[src/rtl/digit_scan_ctrl.sv]
// Four-digit BCD up/down counter with a time-multiplexed, common-anode style
// digit scanner (guard slot, leading-zero blanking, registered outputs).
module digit_scan_ctrl #(
    parameter int SCAN_DIV = 50000,
    parameter int BLANK_LZ = 1
) (
    input  logic        clk,
    input  logic        rst_n,
    input  logic        clr,
    input  logic        load,
    input  logic [15:0] load_val,
    input  logic        inc,
    input  logic        dec,
    output logic [3:0]  digit_out,
    output logic [3:0]  an_n,
    output logic        ovf,
    output logic        err
);

    localparam int          DIV_W    = 16;
    localparam logic [15:0] DIV_LAST = 16'(SCAN_DIV - 1);

    typedef enum logic {
        S_GUARD = 1'b0,
        S_SHOW  = 1'b1
    } slot_state_t;

    // ------------------------------------------------------------------
    // BCD helpers
    // ------------------------------------------------------------------
    function automatic logic bcd_valid(input logic [15:0] v);
        logic ok;
        ok = 1'b1;
        for (int i = 0; i < 4; i++) begin
            if (v[4*i +: 4] > 4'd9) ok = 1'b0;
        end
        return ok;
    endfunction

    function automatic logic [15:0] bcd_inc(input logic [15:0] v);
        logic [15:0] r;
        logic        c;
        r = v;
        c = 1'b1;
        for (int i = 0; i < 4; i++) begin
            if (c) begin
                if (v[4*i +: 4] == 4'd9) begin
                    r[4*i +: 4] = 4'd0;
                end else begin
                    r[4*i +: 4] = v[4*i +: 4] + 4'd1;
                    c = 1'b0;
                end
            end
        end
        return r;
    endfunction

    function automatic logic [15:0] bcd_dec(input logic [15:0] v);
        logic [15:0] r;
        logic        b;
        r = v;
        b = 1'b1;
        for (int i = 0; i < 4; i++) begin
            if (b) begin
                if (v[4*i +: 4] == 4'd0) begin
                    r[4*i +: 4] = 4'd9;
                end else begin
                    r[4*i +: 4] = v[4*i +: 4] - 4'd1;
                    b = 1'b0;
                end
            end
        end
        return r;
    endfunction

    // ------------------------------------------------------------------
    // Registers
    // ------------------------------------------------------------------
    logic [15:0]      r_count;
    logic [DIV_W-1:0] r_div;
    logic [1:0]       r_idx;
    slot_state_t      r_state;
    logic [3:0]       r_digit;
    logic [3:0]       r_an_n;
    logic             r_ovf;
    logic             r_err;

    logic [15:0]      w_count_nxt;
    logic             w_ovf_nxt;
    logic             w_err_nxt;
    logic [DIV_W-1:0] w_div_nxt;
    logic [1:0]       w_idx_nxt;
    slot_state_t      w_state_nxt;
    logic [3:0]       w_digit_nxt;
    logic [3:0]       w_an_nxt;
    logic             w_div_tc;
    logic [3:0]       w_blank;

    // ------------------------------------------------------------------
    // Count update: clr > load > inc/dec
    // ------------------------------------------------------------------
    always_comb begin
        w_count_nxt = r_count;
        w_ovf_nxt   = 1'b0;
        w_err_nxt   = 1'b0;
        if (clr) begin
            w_count_nxt = 16'h0000;
        end else if (load) begin
            if (bcd_valid(load_val)) begin
                w_count_nxt = load_val;
            end else begin
                w_err_nxt = 1'b1;
            end
        end else if (inc && !dec) begin
            w_count_nxt = bcd_inc(r_count);
            w_ovf_nxt   = (r_count == 16'h9999);
        end else if (dec && !inc) begin
            w_count_nxt = bcd_dec(r_count);
            w_ovf_nxt   = (r_count == 16'h0000);
        end
    end

    // A digit is blanked only when it and every more significant digit is 0.
    always_comb begin
        w_blank    = 4'b0000;
        w_blank[3] = (BLANK_LZ != 0) && (r_count[15:12] == 4'd0);
        w_blank[2] = w_blank[3] && (r_count[11:8] == 4'd0);
        w_blank[1] = w_blank[2] && (r_count[7:4] == 4'd0);
    end

    always_comb begin
        w_digit_nxt = r_count[3:0];
        case (r_idx)
            2'd0: w_digit_nxt = r_count[3:0];
            2'd1: w_digit_nxt = r_count[7:4];
            2'd2: w_digit_nxt = r_count[11:8];
            2'd3: w_digit_nxt = r_count[15:12];
            default: w_digit_nxt = r_count[3:0];
        endcase
    end

    // ------------------------------------------------------------------
    // Slot FSM: one GUARD cycle (divider 0) then SHOW for the rest.
    // ------------------------------------------------------------------
    assign w_div_tc = (r_div == DIV_LAST);

    always_comb begin
        w_state_nxt = r_state;
        w_div_nxt   = r_div + 16'd1;
        w_idx_nxt   = r_idx;
        w_an_nxt    = 4'b1111;
        if (w_div_tc) begin
            w_div_nxt   = '0;
            w_idx_nxt   = r_idx + 2'd1;
            w_state_nxt = S_GUARD;
        end else begin
            w_state_nxt = S_SHOW;
        end
        case (r_state)
            S_GUARD: w_an_nxt = 4'b1111;
            S_SHOW: begin
                if (!w_blank[r_idx]) w_an_nxt = ~(4'b0001 << r_idx);
            end
            default: w_an_nxt = 4'b1111;
        endcase
    end

    always_ff @(posedge clk or negedge rst_n) begin
        if (!rst_n) begin
            r_state <= S_GUARD;
            r_div   <= '0;
            r_idx   <= 2'd0;
        end else begin
            r_state <= w_state_nxt;
            r_div   <= w_div_nxt;
            r_idx   <= w_idx_nxt;
        end
    end

    always_ff @(posedge clk or negedge rst_n) begin
        if (!rst_n) begin
            r_count <= 16'h0000;
            r_ovf   <= 1'b0;
            r_err   <= 1'b0;
            r_digit <= 4'h0;
            r_an_n  <= 4'b1111;
        end else begin
            r_count <= w_count_nxt;
            r_ovf   <= w_ovf_nxt;
            r_err   <= w_err_nxt;
            r_digit <= w_digit_nxt;
            r_an_n  <= w_an_nxt;
        end
    end

    assign digit_out = r_digit;
    assign an_n      = r_an_n;
    assign ovf       = r_ovf;
    assign err       = r_err;

endmodule

[config.mk]
export PLATFORM = sky130hd
export DESIGN_NAME = digit_scan_ctrl
export DESIGN_NICKNAME = d
export VERILOG_FILES = /design/src/rtl/digit_scan_ctrl.sv
export SDC_FILE = /design/constraint.sdc
export NUM_CORES = 1
export LEC_CHECK = 0
export ABC_AREA = 1
export BUFFER_PORTS_ARGS = -buffer_cell sky130_fd_sc_hd__buf_2
export CORE_ASPECT_RATIO = 1.75
export CORE_MARGIN = 3
export CORE_UTILIZATION = 60
export CTS_CLUSTER_DIAMETER = 100
export DETAILED_ROUTE_END_ITERATION = 8
export MAX_ROUTING_LAYER = met4
export PLACE_DENSITY_LB_ADDON = 0.15
export SLEW_MARGIN = 20
export SYNTH_ARGS = -nofsm -noshare
export SYNTH_HDL_FRONTEND = slang
export SYNTH_SLANG_ARGS = --single-unit
[constraint.sdc]
create_clock -name clk -period 1.9 [get_ports clk]
set_clock_uncertainty 0.2 [all_clocks]
set_input_delay 0.095 -clock clk [delete_from_list [all_inputs] [get_ports clk]]
set_output_delay 0.095 -clock clk [all_outputs]
set_load 0.005 [all_outputs]
==> flow_metrics.py, run 1 <==
metrics = {
    "synthesis": {
        "avgSynthCellArea_um2": 7.154,
        "yosysWarnings": 0,
        "ys_types": 32,
        "synth-seq-cells": 45,
        "ys_seq_area_frac": 0.3490,
        "syn-num-nets": 495,
        "syn-instance-count": 453,
        "syn-cell-area_um2": 3241,
    },
    "timing": {
        "finalMaxSlewViolations": 0,
        "finalCritPeriodShare": 0.9249,
        "rsz0062_at_grt": "false",
        "fin_crit_ns": 1.757,
        "slew_headroom": 0.6440,
        "worstMarginPinSlew_ns": 0.5340,
        "fmax_ghz": 0.5691,
        "whs_ns": 0.02820,
        "final.setup.tns_ns": 0,
        "hold_viol_final": 0,
        "setup_viol": 0,
    },
    "die": {
        "start_util": 0.6348,
        "rows": 34,
        "core_area_um2": 5105,
        "die-area_um2": 6354,
        "dieHeight_um": 103.2,
        "io_pins": 32,
        "dieWidth_um": 61.56,
    },
    "routing": {
        "m1WireLength_um": 3004,
        "highest_layer": "met4",
        "first_pass_iters": 4,
        "post-route-drc-count": 0,
        "vias_per_cell": 5.376,
        "postRouteAntennaNets": 0,
        "drtIter0Drc": 78,
        "num_vias": 3075,
        "wl_met3_um": 137,
        "routed_wl_um": 8060,
        "wl_per_cell_um": 14.09,
        "dr_wl_met2_um": 4793,
    },
    "grt": {
        "grt_pass1_vias": 2976,
        "antenna_found_initial": 0,
        "grt_util_all_layers": 0.2787,
        "grt_max_degree": 26,
        "grt_first_pass_wirelength_um": 12930,
        "grt_overflow": 0,
    },
    "worst_setup_path": {
        "crit_fanout": 5,
        "worstPathArrival_ns": 1.76,
        "cp-end-kind": "flop",
        "worstPathRequired_ns": 1.90,
        "criticalPathCategory": "reg2reg",
        "r2r_start": "r_count[1]",
        "start_kind": "flop",
        "critPathLaunch": "r_count[1]",
    },
    "worst_hold_path": {
        "min_from": "load",
        "min_path_type": "in2reg",
    },
    "pwr": {
        "vdd_ir_drop_max_uv": 466.0,
        "total_power_mw": 2.761,
        "power_per_cell_area_nw_per_um2": 713.7,
        "p_leak_nw": 2.036,
    },
    "cts": {
        "insertion_delay_ns": 0.30,
        "cts_root_buffer": "clkbuf_8",
        "cts_buffers": 5,
        "clock_tree.buffer_depth": 2,
        "clk_pin_slew_worst_paths_ns": 0.09,
        "htree_levels": 2,
        "clock_sinks": 45,
        "cts_tree": "built",
    },
    "cells_and_area": {
        "fin_area_um2": 3869,
        "instances_no_fill": 572,
        "final_common_cell": "nand2_1",
        "nets": 559,
        "diodes": 0,
        "mostFrequentLayoutCells": "134 x nand2_1, 48 x inv_1, 39 x dfrtp_1",
        "area_growth_pct": 19.38,
        "drive_above_1_share": 0.2181,
    },
    "placed_design": {
        "io_buffers": 31,
        "place_inst": 542,
        "globalplace.congestion": 0.8764,
        "placed_area_um2": 3512,
        "dp_hpwl_um": 6095,
    },
    "run_status": {
        "status": "complete, no violations",
    },
    "flow_run": {
        "drv_cap": 0,
    },
}
[kinds of logic (layout without fill, tap and decap cells)]
group / after synthesis / count (layout) / synth area share
compound gates: 56 / 56 / 0.09807
xor+xnor: 8 / 8 / 0.02162
fa+ha+maj: 20 / 20 / 0.07722
buf+inv: 74 / 139 / 0.09536
flops: 45 / 45 / 0.3490
simple gates: 250 / 250 / 0.3587
[cells in the mapped netlist]
master    count  share of area
nand2_1     134           0.16
inv_1        51          0.059
dfrtp_1      41           0.32
nor2_1       40          0.046
nand3_1      35          0.054
ha_1         20          0.077
a21oi_1      19          0.029
o21ai_0      15          0.023
inv_2        13          0.015
nand4_1      12          0.023
o21ai_1       9          0.014
nand2_2       7          0.014
nand2_4       6          0.021
xor2_1        6          0.016
a211oi_1      5          0.012
nor2_4        5          0.017
buf_2         4         0.0062
dfstp_2       4          0.032
o22ai_1       4         0.0077
buf_4         3         0.0069
nor2_2        3         0.0058
nor3_1        3         0.0046
buf_6         2         0.0069
nand3_2       2         0.0062
o211ai_1      2         0.0046
xnor2_1       2         0.0054
a21oi_2       1         0.0027
a21oi_4       1         0.0050
clkbuf_1      1         0.0012
nand3_4       1         0.0054
nand3b_1      1         0.0023
nand4_2       1         0.0039
[worst paths after layout]
kind,cells past startpoint,to,slack (ns)
worst max-delay path,8,r_count[6],0.14
worst min-delay path,6,r_count[2],0.03
worst max register to register,8,r_count[6],0.14
worst min register to register,1,an_n[0],0.23
max in group asynchronous,3,an_n[0],0.81
min in group asynchronous,2,r_div[11],0.10
[critical path, stage by stage, from the launching register on]
cell and delay [ns]:
dfrtp_1 0.44, inv_2 0.11, ha_2 0.20, nand3_1 0.09, nand2_1 0.10, a21oi_2 0.09
nand3b_1 0.26, nand2_1 0.11, nand2_1 0.05
[power breakdown]
| part | total, mW | leakage [nW] | switching (mW) | internal [mW] |
|---|---|---|---|---|
| Sequential | 1.14 | 0.571 | 0.0992 | 1.04 |
| Clock | 0.615 | 0.0447 | 0.349 | 0.266 |
| Combinational | 1.01 | 1.42 | 0.597 | 0.414 |
| Total | 2.76 | 2.04 | 1.04 | 1.72 |
[through the flow]
| step | setup slack [ns] | utilization |
|---|---|---|
| 6_report | 0.1428 | 0.7578 |
| 5_1_grt | 0.001493 | 0.7578 |
| 4_1_cts | 0.01617 | 0.7397 |
| 3_5_place_dp | 0.07219 | 0.6880 |
| 3_3_place_gp | 0.07976 | 0.6880 |
| 2_1_floorplan | 0.2350 | - |
[state kept, by name (all words and copies together), names as in the netlist]
name / cells
r_idx: 2
r_div: 16
err: 1
r_state: 1
ovf: 1
r_count: 16
an_n: 4
digit_out: 4
[per-layer routing]
| layer | vias to the layer above | track usage |
|---|---|---|
| met5 | - | - |
| met4 | 0 | 0.08824 |
| met3 | 14 | 0.03602 |
| met2 | 43 | 0.5424 |
| met1 | 1440 | 0.2671 |
| li1 | 1578 | - |
[repair_timing]
action                     CTS  global route
hold buffers                17             0
hold endpoints to repair    57             0
buffers inserted             0             5
gates resized for setup      0            14
setup endpoints to repair    0            18
[final cells by class]
class / count / area (um^2)
Clock inverter: 3 / 25.02
Timing Repair Buffer: 67 / 493.0
Sequential cell: 45 / 1134
Multi-Input combinational cell: 334 / 1841
Tap cell: 54 / 67.56
Inverter: 64 / 240.2
Clock buffer: 5 / 68.82
Fill cell: 421 / 1236
Power figures use the tool's default switching activity.
==> run 2: changes to the inputs <==
Settings changed: PLACE_DENSITY_LB_ADDON 0.15 to 0.1.
==> flow_metrics.py, run 2 (synthesis results as in run 1) <==
metrics = {
    "run_status": {
        "status": "complete, no violations",
    },
    "worst_setup_path": {
        "slowest_delay_ns": 0.54,
        "slowest_stage": "dlygate4sd3_1",
        "crit_fanout": 7,
        "path_cells": "dlygate4sd3_1 > buf_2 > nor2_1 > nor2_1 > nor2_2 > nand2_1 > a21oi_4 > buf_4 > nand2_1 > o21ai_1",
        "crit_buf_inv": 3,
        "criticalPathCategory": "in2reg",
        "worstPathRequired_ns": 1.92,
        "cp_top_family": "buffers and inverters",
        "r2r_start": "r_count[4]",
        "cp-end-kind": "flop",
        "critPathLaunch": "load_val[6]",
        "start_kind": "primary input",
        "worstPathArrival_ns": 1.88,
    },
    "timing": {
        "slew_headroom": 0.6925,
        "worstMarginPinSlew_ns": 0.4601,
        "finalMaxSlewViolations": 0,
        "final.setup.worst_slack_ns": 0.04379,
        "fin_crit_ns": 1.856,
        "hold_viol_final": 0,
        "finalCritPeriodShare": 0.9770,
        "setup_viol": 0,
        "whs_ns": 0.01032,
        "fmax_ghz": 0.5387,
    },
    "flow_run": {
        "drv_cap": 0,
    },
    "cells_and_area": {
        "fin_area_um2": 3915,
        "reg_top3": "r_count (16), r_div (16)",
        "diodes": 0,
        "fill_cells": 412,
        "drive_above_1_share": 0.2305,
        "seq_area_um2": 1134,
        "final_common_cell": "nand2_1",
        "area_growth_pct": 20.81,
        "mostFrequentLayoutCells": "134 x nand2_1, 49 x inv_1, 39 x dfrtp_1",
        "multi_input_area_um2": 1846,
        "nets": 566,
    },
    "die": {
        "core_area_um2": 5105,
        "start_util": 0.6348,
        "dieWidth_um": 61.56,
        "dieHeight_um": 103.2,
        "io_pins": 32,
        "rows": 34,
        "die-area_um2": 6354,
    },
    "cts": {
        "insertion_delay_ns": 0.30,
        "clock_tree.buffer_depth": 2,
        "cts_buffers": 5,
        "clock_sinks": 45,
        "htree_levels": 2,
        "clk_pin_slew_worst_paths_ns": 0.09,
        "cts_root_buffer": "clkbuf_8",
        "cts_tree": "built",
    },
    "placed_design": {
        "dp_hpwl_um": 6327,
        "dpl_worst_slack_ns": 0.06780,
        "globalplace.congestion": 0.8994,
        "placed_area_um2": 3515,
        "io_buffers": 31,
    },
    "pwr": {
        "vdd_ir_drop_max_uv": 444.1,
        "p_leak_nw": 2.069,
        "power_per_cell_area_nw_per_um2": 740.4,
        "total_power_mw": 2.899,
    },
    "grt": {
        "grt_util_all_layers": 0.2902,
        "grt_max_degree": 20,
        "antenna_found_initial": 0,
        "grt_pass1_vias": 3080,
        "grt_first_pass_wirelength_um": 13590,
        "grt_overflow": 0,
    },
    "routing": {
        "postRouteAntennaNets": 0,
        "num_vias": 3147,
        "drtIter0Drc": 105,
        "post-route-drc-count": 0,
        "vias_per_cell": 5.435,
        "routed_wl_um": 8453,
        "first_pass_iters": 4,
        "wl_per_cell_um": 14.60,
    },
    "worst_hold_path": {
        "min_path_type": "in2async",
    },
}
run 2: cell types whose count changed in the layout (fill, tap and decap cells not counted), moves of 2 or more:
cell and change:
ha_1 -2, ha_2 +2, buf_4 +9, buf_12 -2
run 2: cell type report:
cell class                 count  share of cell area
multi-input combinational    334              0.4714
tap                           54             0.01726
clock buffer                   6             0.01854
timing repair buffer          74              0.1329
sequential                    45              0.2896
clock inverter                 2            0.008949
inverter                      64             0.06136
run 2: path summary, 6_finish.rpt:
kind	slack, ns	end	cells past startpoint
setup / recovery	0.04	r_count[2]	10
hold / removal	0.01	r_div[7]	2
setup reg to reg	0.11	r_count[11]	9
hold reg to reg	0.23	an_n[0]	1
max in group asynchronous	0.88	an_n[1]	3
min in group clk	0.07	r_count[12]	5
run 2: timing repair:
item,CTS,global route
hold endpoints to repair,57,0
hold buffers,17,0
endpoints found under the setup margin,0,19
gates resized for setup,0,16
setup buffers,0,10
run 2: power by group:
part | leakage (nW) | switching, mW | internal [mW] | total (mW)
Combinational | 1.44 | 0.617 | 0.427 | 1.04
Sequential | 0.571 | 0.0964 | 1.04 | 1.13
Clock | 0.0552 | 0.331 | 0.391 | 0.722
Total | 2.07 | 1.04 | 1.85 | 2.90
run 2: layer usage:
layer	vias to the layer above	track usage	wire length, um
met5	-	-	0
met4	0	0.1046	166
met3	14	0.03602	332
met2	91	0.5513	4946
met1	1461	0.2859	3007
li1	1581	-	-
run 2: worst register-to-register path: cells and delay by family, from the launching register on:
family | cells | cell delay [ns]
adders and majority gates | 1 | 0.16
buffers and inverters | 1 | 0.13
DFF | 1 | 0.44
and+or+nand+nor | 7 | 0.75
run 2: per-stage QoR:
step,util,cells,TNS [ns]
floorplan,-,453,0
global placement,0.6885,544,0
detailed placement,0.6885,544,0
CTS,0.7429,569,0
global route,0.7669,579,-0.03257
finish,0.7669,579,0
==> run 3: changes to the inputs <==
Settings changed: CAP_MARGIN from default to 20, CORE_UTILIZATION 60 to 40, SLEW_MARGIN 20 to default.
==> flow_metrics.py, run 3 (synthesis results as in run 1) <==
metrics = {
    "flow_run": {
        "drv_cap": 0,
    },
    "cells_and_area": {
        "area_growth_pct": 23.36,
        "fill_cells": 790,
        "finish.utilization": 0.5175,
        "diodes": 0,
        "drive_above_1_share": 0.2267,
        "nets": 566,
        "final_common_cell": "nand2_1",
        "mostFrequentLayoutCells": "133 x nand2_1, 50 x inv_1, 39 x dfrtp_1",
        "fin_area_um2": 3998,
        "reg_top3": "r_count (16), r_div (16)",
        "instances_no_fill": 613,
    },
    "worst_setup_path": {
        "crit_end": "ovf",
        "criticalPathCategory": "reg2reg",
        "r2r_slack_ns": 0.12,
        "worstPathRequired_ns": 1.88,
        "start_kind": "flop",
        "r2r_start": "r_count[13]",
        "critPathLaunch": "r_count[13]",
        "cp-end-kind": "flop",
        "worstPathArrival_ns": 1.76,
        "crit_fanout": 5,
        "r2r_cells": 6,
        "r2r-end": "ovf",
    },
    "timing": {
        "fin_crit_ns": 1.783,
        "finalMaxSlewViolations": 0,
        "hold_viol_final": 0,
        "worstMarginPinSlew_ns": 0.5324,
        "final.setup.tns_ns": 0,
        "fmax_ghz": 0.5608,
        "slew_headroom": 0.6451,
        "rsz0062_at_grt": "false",
        "setup_viol": 0,
        "finalCritPeriodShare": 0.9385,
    },
    "routing": {
        "wl_per_cell_um": 14.23,
        "postRouteAntennaNets": 0,
        "m1WireLength_um": 3178,
        "wl_met3_um": 200,
        "dr_wl_met2_um": 5071,
        "highest_layer": "met4",
        "post-route-drc-count": 0,
        "vias_per_cell": 5.095,
        "first_pass_iters": 4,
        "num_vias": 3123,
        "routed_wl_um": 8724,
        "drtIter0Drc": 103,
    },
    "run_status": {
        "status": "complete, no violations",
    },
    "die": {
        "rows": 42,
        "core_area_um2": 7725,
        "start_util": 0.4195,
        "die-area_um2": 9260,
        "dieHeight_um": 125.1,
        "io_pins": 32,
        "dieWidth_um": 74.04,
    },
    "pwr": {
        "vdd_ir_drop_max_uv": 531.7,
        "p_leak_nw": 2.089,
        "total_power_mw": 3.036,
        "power_per_cell_area_nw_per_um2": 759.5,
    },
    "worst_hold_path": {
        "min_path_type": "in2reg",
    },
    "cts": {
        "clk_pin_slew_worst_paths_ns": 0.06,
        "cts_tree": "built",
        "cts_root_buffer": "clkbuf_16",
        "clock_sinks": 45,
        "clock_tree.buffer_depth": 2,
        "insertion_delay_ns": 0.29,
        "cts_buffers": 5,
        "htree_levels": 2,
    },
    "grt": {
        "grt_first_pass_wirelength_um": 14280,
        "grt_util_all_layers": 0.2042,
        "grt_overflow": 0,
        "antenna_found_initial": 0,
        "grt_max_degree": 26,
        "grt_pass1_vias": 3061,
    },
    "placed_design": {
        "place_inst": 581,
        "io_buffers": 31,
        "placed_area_um2": 3592,
        "dp_hpwl_um": 6995,
        "globalplace.congestion": 0.8963,
    },
}
[run 3: changes by cell type in the layout (fill, tap and decap cells not counted), moves of 2 or more]
cell       change
buf_4          -2
ha_1           +3
ha_2           -2
clkbuf_8       -5
clkbuf_16      +5
nor2_2         +2
[run 3: worst min path at each step]
stage | startpoint | endpoint | slack [ns] | cells past startpoint
floorplan | rst_n | digit_out[0] | -0.40 | 0
global placement | rst_n | err | -0.09 | 1
detailed placement | rst_n | err | -0.10 | 1
CTS | load_val[3] | r_count[3] | 0.03 | 5
global route | load_val[3] | r_count[3] | 0.05 | 5
finish | load_val[3] | r_count[3] | 0.04 | 5
[run 3: area by class of cell]
cell class	count	area, um^2	share of cell area
clock inverters	3	25.02	0.006260
inverters	64	240.2	0.06009
well taps	88	110.1	0.02754
repair buffers	74	535.5	0.1340
clock buffers	5	125.1	0.03130
flip-flops and latches	45	1134	0.2836
multi-input cells	334	1828	0.4573
[run 3: critical path, cell delays in order (launching register included)]
cell	delay, ns
dfrtp_1	0.39
inv_1	0.12
ha_1	0.25
nand2_1	0.13
nor2_2	0.19
nand3_1	0.09
a211oi_1	0.29
[run 3: power by group]
group | switching, mW | internal, mW
Sequential | 0.113 | 1.04
Clock | 0.396 | 0.494
Combinational | 0.592 | 0.404
Total | 1.10 | 1.94
[run 3: what timing repair did]
| item | in CTS | in global routing |
|---|---|---|
| hold buffers | 18 | 0 |
| hold endpoints to repair | 57 | 0 |
| setup buffers | 0 | 6 |
| pin swaps | 0 | 3 |
| gates cloned | 0 | 0 |
| endpoints found under the setup margin | 8 | 15 |
| resized for setup | 2 | 10 |
[run 3: per-stage QoR]
stage | setup WS [ns] | hold WS, ns
after floorplan | 0.2350 | -0.4006
after global placement | -0.02142 | -0.09412
after detailed placement | -0.02464 | -0.1013
after CTS | 0.0007330 | 0.03081
after global routing | 0.001145 | 0.05381
final | 0.1169 | 0.03519
[run 3: routing by layer]
layer  up-vias  global-route usage
met5         -                   -
li1       1592                   -
met3        21             0.02249
met1      1461              0.2001
met4         0             0.09392
met2        49              0.3808
